==> src/rtl/boss_motion_ctrl.sv <==
// Boss movement controller: aggro-driven targeting, gravity jump arc and ground charge.
// All motion advances on frame_tick while the game is running; outputs are registered.
module boss_motion_ctrl #(
    parameter int unsigned N_PLAYERS   = 2,
    parameter int unsigned GROUND_Y    = 524,
    parameter int unsigned START_X     = 768,
    parameter int unsigned X_MIN       = 128,
    parameter int unsigned X_MAX       = 896,
    parameter int unsigned JUMP_V0     = 18,
    parameter int unsigned GRAVITY     = 1,
    parameter int unsigned VFALL_MAX   = 12,
    parameter int unsigned MOVE_STEP   = 5,
    parameter int unsigned CHARGE_STEP = 10,
    parameter int unsigned CHARGE_LEN  = 40,
    parameter int unsigned WAIT_TICKS  = 30
) (
    input  logic                      clk,
    input  logic                      rst,
    input  logic                      frame_tick,
    input  logic [1:0]                game_active,
    input  logic [12*N_PLAYERS-1:0]   player_x,
    input  logic [4*N_PLAYERS-1:0]    player_aggro,
    input  logic                      mode_sel,
    input  logic                      enraged,
    output logic [11:0]               boss_x,
    output logic [11:0]               boss_y,
    output logic                      airborne,
    output logic                      facing_left,
    output logic                      land_pulse
);

    localparam int unsigned WaitW   = $clog2(WAIT_TICKS + 2);
    localparam int unsigned ChargeW = $clog2(CHARGE_LEN + 2);

    localparam logic [11:0]        StartX     = 12'(START_X);
    localparam logic [11:0]        GroundY    = 12'(GROUND_Y);
    localparam logic [11:0]        XMin       = 12'(X_MIN);
    localparam logic [11:0]        XMax       = 12'(X_MAX);
    localparam logic [11:0]        MoveStep   = 12'(MOVE_STEP);
    localparam logic [11:0]        ChargeStep = 12'(CHARGE_STEP);
    localparam logic [5:0]         JumpV0     = 6'(JUMP_V0);
    localparam logic [5:0]         Gravity    = 6'(GRAVITY);
    localparam logic [5:0]         VFallMax   = 6'(VFALL_MAX);
    localparam logic [WaitW-1:0]   WaitFull   = WaitW'(WAIT_TICKS);
    localparam logic [WaitW-1:0]   WaitHalf   = WaitW'(WAIT_TICKS >> 1);
    localparam logic [ChargeW-1:0] ChargeLen  = ChargeW'(CHARGE_LEN);

    typedef enum logic [1:0] {StWait, StRise, StFall, StCharge} state_e;

    state_e               state_q, state_d;
    logic [11:0]          x_q, x_d;
    logic [11:0]          y_q, y_d;
    logic [5:0]           vy_q, vy_d;
    logic [WaitW-1:0]     wait_q, wait_d;
    logic [ChargeW-1:0]   charge_q, charge_d;
    logic                 dir_q, dir_d;
    logic                 face_q, face_d;
    logic                 land_q, land_d;

    // Clamped horizontal step: never crosses X_MIN/X_MAX, never wraps.
    function automatic logic [11:0] step_x(input logic [11:0] x, input logic left,
                                           input logic [11:0] step);
        logic [12:0] sum;
        sum = {1'b0, x} + {1'b0, step};
        if (left) begin
            if ({1'b0, x} >= ({1'b0, XMin} + {1'b0, step})) step_x = x - step;
            else                                              step_x = XMin;
        end else begin
            if (sum <= {1'b0, XMax}) step_x = sum[11:0];
            else                     step_x = XMax;
        end
    endfunction

    // Highest aggro wins; strict compare keeps the lowest index on ties.
    logic [3:0]  best_aggro;
    logic [11:0] target_x;
    logic        dir_left;

    always_comb begin
        best_aggro = player_aggro[3:0];
        target_x   = player_x[11:0];
        for (int i = 1; i < int'(N_PLAYERS); i++) begin
            if (player_aggro[4*i +: 4] > best_aggro) begin
                best_aggro = player_aggro[4*i +: 4];
                target_x   = player_x[12*i +: 12];
            end
        end
    end

    assign dir_left = (target_x < x_q);

    logic [11:0]      move_x;
    logic [11:0]      charge_x;
    logic [6:0]       vy_inc;
    logic [5:0]       vy_fall;
    logic [12:0]      y_fall;
    logic [WaitW-1:0] wait_load;

    assign move_x    = step_x(x_q, dir_q, MoveStep);
    assign charge_x  = step_x(x_q, dir_q, ChargeStep);
    assign vy_inc    = {1'b0, vy_q} + {1'b0, Gravity};
    assign vy_fall   = (vy_inc > {1'b0, VFallMax}) ? VFallMax : vy_inc[5:0];
    assign y_fall    = {1'b0, y_q} + {7'b0, vy_fall};
    assign wait_load = enraged ? WaitHalf : WaitFull;

    always_comb begin
        state_d  = state_q;
        x_d      = x_q;
        y_d      = y_q;
        vy_d     = vy_q;
        wait_d   = wait_q;
        charge_d = charge_q;
        dir_d    = dir_q;
        face_d   = face_q;
        land_d   = 1'b0;

        if (game_active == 2'd0) begin
            state_d  = StWait;
            x_d      = StartX;
            y_d      = GroundY;
            vy_d     = '0;
            wait_d   = '0;
            charge_d = '0;
            dir_d    = 1'b1;
            face_d   = 1'b1;
        end else if (game_active == 2'd1 && frame_tick) begin
            unique case (state_q)
                StWait: begin
                    if (wait_q != '0) begin
                        wait_d = wait_q - 1'b1;
                    end else begin
                        dir_d  = dir_left;
                        face_d = dir_left;
                        if (mode_sel) begin
                            state_d  = StCharge;
                            charge_d = ChargeLen;
                        end else begin
                            state_d = StRise;
                            vy_d    = JumpV0;
                        end
                    end
                end
                StRise: begin
                    x_d = move_x;
                    if (y_q < {6'b0, vy_q}) begin
                        y_d     = '0;
                        vy_d    = '0;
                        state_d = StFall;
                    end else begin
                        y_d = y_q - {6'b0, vy_q};
                        // Post-decrement vy <= GRAVITY is the apex.
                        if ({1'b0, vy_q} <= ({1'b0, Gravity} << 1)) begin
                            vy_d    = '0;
                            state_d = StFall;
                        end else begin
                            vy_d = vy_q - Gravity;
                        end
                    end
                end
                StFall: begin
                    x_d = move_x;
                    if (y_fall >= {1'b0, GroundY}) begin
                        y_d     = GroundY;
                        vy_d    = '0;
                        land_d  = 1'b1;
                        wait_d  = wait_load;
                        state_d = StWait;
                    end else begin
                        y_d  = y_fall[11:0];
                        vy_d = vy_fall;
                    end
                end
                StCharge: begin
                    x_d      = charge_x;
                    charge_d = (charge_q != '0) ? charge_q - 1'b1 : '0;
                    if (charge_q <= ChargeW'(1) || charge_x == XMin || charge_x == XMax) begin
                        land_d  = 1'b1;
                        wait_d  = wait_load;
                        state_d = StWait;
                    end
                end
            endcase
        end
    end

    always_ff @(posedge clk) begin
        if (rst) begin
            state_q  <= StWait;
            x_q      <= StartX;
            y_q      <= GroundY;
            vy_q     <= '0;
            wait_q   <= '0;
            charge_q <= '0;
            dir_q    <= 1'b1;
            face_q   <= 1'b1;
            land_q   <= 1'b0;
        end else begin
            state_q  <= state_d;
            x_q      <= x_d;
            y_q      <= y_d;
            vy_q     <= vy_d;
            wait_q   <= wait_d;
            charge_q <= charge_d;
            dir_q    <= dir_d;
            face_q   <= face_d;
            land_q   <= land_d;
        end
    end

    assign boss_x      = x_q;
    assign boss_y      = y_q;
    assign airborne    = (state_q == StRise) || (state_q == StFall);
    assign facing_left = face_q;
    assign land_pulse  = land_q;

endmodule
==> config.mk <==
export PLATFORM = sky130hd
export DESIGN_NAME = boss_motion_ctrl
export DESIGN_NICKNAME = d
export VERILOG_FILES = /design/src/rtl/boss_motion_ctrl.sv
export SDC_FILE = /design/constraint.sdc
export NUM_CORES = 1
export LEC_CHECK = 0
export ABC_AREA = 1
export CAP_MARGIN = 25
export CORE_ASPECT_RATIO = 0.6
export CORE_MARGIN = 1
export CORE_UTILIZATION = 55
export DETAILED_ROUTE_END_ITERATION = 8
export DONT_BUFFER_PORTS = 1
export MAX_ROUTING_LAYER = met4
export PLACE_DENSITY = 0.73
export REMOVE_ABC_BUFFERS = 1
export SLEW_MARGIN = 20
export SYNTH_ARGS = -nofsm -noshare
export SYNTH_HDL_FRONTEND = slang
export SYNTH_SLANG_ARGS = --single-unit
==> constraint.sdc <==
create_clock -name clk -period 3.2 [get_ports clk]
set_input_delay 0.16 -clock clk [delete_from_list [all_inputs] [get_ports clk]]
set_output_delay 0.16 -clock clk [all_outputs]
set_load 0.05 [all_outputs]
==> summary.txt <==
die area: 0.0101 mm^2
Avg Cell Area, Syn: 6.25 um^2
GP Congestion: 0.992
Hold Crit Class: in -> reg
fmax: 293 MHz
Synth Area in Compound Gates: 16.6%
area leader, netlist: dfxtp_1
worst r2r src: vy_q[0]
critical path type: reg -> reg
CTS tree: yes
largest family of logic cells by synthesized area: simple AND/OR/NAND/NOR gates
Max Slew Vio Count: 0
RR Endpoint: land_pulse
DR pass1 iterations: 5
Post-synth EDFFs: 0
final setup fails: 22
Final Worst Setup Slack: -0.209 ns
root buffer cell: clkbuf_16
Max-cap violations: 0
most common cell in the synthesized netlist: nand2_1
overall die height: 78.1 um
largest net degree at the start of global routing: 25
final instance count without filler cells: 1023
DR WL met2: 6600 um
clk slew on worst S/H paths: 0.07 ns
RSZ-0062 raised after global routing: true
final-stage net count: 983
run status: complete, but fails checks
Port Buffers: 0
R2R cell count: 22
Post-DP HPWL: 12700 um
Post-Synth Adder-Cell Area: 12.5%
Cell Area, Synth: 0.00531 mm^2
vias in the first global route: 5066
post-DR vias/cell: 5.87
Placement Rows: 27
number of I/O pins: 66
via count of the routed design: 6010
number of antenna violations at the first check in global routing: 0
Synth Area in XOR/XNOR: 5.78%
top post-synthesis cells by area: dfxtp_1 17%, nand2_1 15%, ha_1 12%
Pwr per Cell Area: 247 mW/mm^2
slew of the pin with the lowest slew margin: 0.733 ns
Worst-Skew Late Latency: 0.29 ns
Synth Area in Simple Gates: 37.5%
first-pass GRT wire length: 25500 um
period utilisation layout: 107%
Synth async-reset ratio: 0%
CTS Buf Count: 5
Worst Skew: 0.00781 ns
fillcell total: 811
clk sinks: 45
Cells after DPL: 1002
Min-Delay Endpoint: land_pulse
Final Hold Viols: 0
register bit total from synthesis: 45
Primary FF master, synth: dfxtp_1
Layout area overhead: 17.2%
total wire length: 16700 um
Chip Width: 129 um
leakage: 2.94 nW
crit end category: flip-flop
Synth Instances: 849
Hold Path Cell Cnt: 2
Unique masters post-synth: 53
highest metal used: met4
WP data required: 3.41 ns
multiplexer area fraction after synthesis: 0%
Worst VDD drop: 0.000240 V
Ant. Diodes: 0
headroom to the max-slew limit: 51.1%
CTS Buffer Depth: 2
Post-DRT Antenna Nets: 0
CP Data Arrival Time: 3.62 ns
hold_ws: 0.214 ns
top-area cell type share of the netlist area: 17.0%
Metal-1 WL: 7990 um
r2r setup slk: -0.21 ns
top cells by count, synth: 213 x nand2_1, 94 x inv_1, 77 x nor2_1
H-tree depth: 2
drt drc: 0
initial core utilization: 57.3%
GRT overflow: 0
failing checks: setup timing
share of cells above drive strength 1: 19.6%
First DRT Iteration DRCs: 873
GR Util All Layers: 33.2%
Setup crit start kind: flip-flop
met3 wire length: 2000 um
hold path start: frame_tick
CORE AREA: 0.00926 mm^2
wire per inst: 16.3 um
Tmin final: 3.41 ns
Ys Warns: 0
post-synthesis sequential area ratio: 17.0%
crit path max fanout: 3
## state kept, by name, indices dropped and copies added, names as in the netlist
signal,count
vy_q,6
boss_x,12
land_pulse,1
state_q,2
boss_y,12
wait_q,5
charge_q,6
facing_left,1
## final cells by class
| type | count | area (um^2) | share of cell area [%] |
|---|---|---|---|
| multi-input cells | 671 | 4050 | 65.1 |
| clock buffers | 7 | 143 | 2.29 |
| well taps | 130 | 163 | 2.62 |
| clock inverters | 1 | 30.0 | 0.483 |
| inverters | 109 | 422 | 6.78 |
| repair buffers | 60 | 500 | 8.05 |
| flip-flops and latches | 45 | 913 | 14.7 |
## layer usage
metal  up-vias  global-route usage (%)
met5         -                       -
met4         0                    4.00
met3        17                    7.98
met2       343                    43.9
met1      2771                    50.8
li1       2879                       -
## placed cells by master (no fill, tap or decap), types with 6 or more instances in the layout
| cell type | count |
|---|---|
| buf_4 | 53 |
| inv_2 | 13 |
| nand3_1 | 60 |
| nor3_1 | 12 |
| nand2_1 | 201 |
| o21ai_0 | 37 |
| dfxtp_1 | 41 |
| inv_1 | 87 |
| nor2_2 | 18 |
| nand3_4 | 6 |
| o211ai_1 | 7 |
| ha_1 | 46 |
| a21oi_1 | 58 |
| a31oi_1 | 11 |
| or2_2 | 6 |
| nand4_1 | 17 |
| nand2_2 | 23 |
| a21oi_2 | 7 |
| xor2_1 | 31 |
| nor2_1 | 72 |
## power by group
group	leakage, nW	switching [W]	internal, W	total (W)
clock	0.0841	0.000225	0.000391	0.000615
combinational	2.49	0.000222	0.000121	0.000343
sequential	0.366	0.0000134	0.000566	0.000580
total	2.94	0.000461	0.00108	0.00154
## per-stage QoR
| step | setup WS, ns | utilization [%] | area [um^2] | power, W | setup TNS [ns] |
|---|---|---|---|---|---|
| detailed placement | -0.263 | 61.6 | 5700 | 0.000908 | -4.91 |
| global placement | -0.119 | 61.6 | 5700 | 0.000895 | -2.00 |
| finish | -0.209 | 67.2 | 6220 | 0.00154 | -3.33 |
| floorplan | -0.0172 | - | 5170 | 0.000826 | -0.0986 |
| global route | -0.441 | 67.2 | 6220 | 0.00161 | -7.97 |
| CTS | -0.0242 | 64.9 | 6010 | 0.00152 | -0.0242 |
## worst max-delay path, stage by stage (launching register included)
cell and delay [ns]:
dfxtp_4 0.37, ha_4 0.17, nand3_4 0.06, xor2_2 0.16, nand2_2 0.09, inv_2 0.07
nand2_2 0.06, nor2_2 0.10, ha_2 0.17, inv_2 0.04, fa_2 0.35, o21ai_2 0.18
buf_4 0.13, buf_4 0.09, xor2_1 0.32, a211oi_1 0.10, nand2_1 0.11, nand2_2 0.08
buf_4 0.15, buf_6 0.11, a21oi_1 0.18, a21oi_1 0.07, nor3_1 0.15
## how the worst max path moves through the flow
stage | end | from | slack (ns)
2_1_floorplan | boss_y[5] | vy_q[1] | -0.02
3_3_place_gp | vy_q[2] | vy_q[0] | -0.12
3_5_place_dp | vy_q[3] | vy_q[0] | -0.26
4_1_cts | vy_q[3] | vy_q[1] | -0.02
5_1_grt | vy_q[2] | vy_q[1] | -0.44
6_report | land_pulse | vy_q[0] | -0.21
## cell families after synthesis
| kind of cell | count (synthesis) |
|---|---|
| buffers and inverters | 134 |
| other | 1 |
| adders and majority gates | 52 |
| xor gates and xnor gates | 35 |
| DFF | 45 |
| and+or+nand+nor | 432 |
| AOI/OAI and AO/OA | 150 |
## timing repair
action                                  in CTS  in global routing
resized for setup                           19                 50
setup buffers                                4                  6
pin swaps                                    6                 23
endpoints found under the setup margin      22                 22
hold buffers                                 1                  0
hold endpoints to repair                     1                  0
gates cloned                                 1                  1
(Power assumes the default switching activity.)
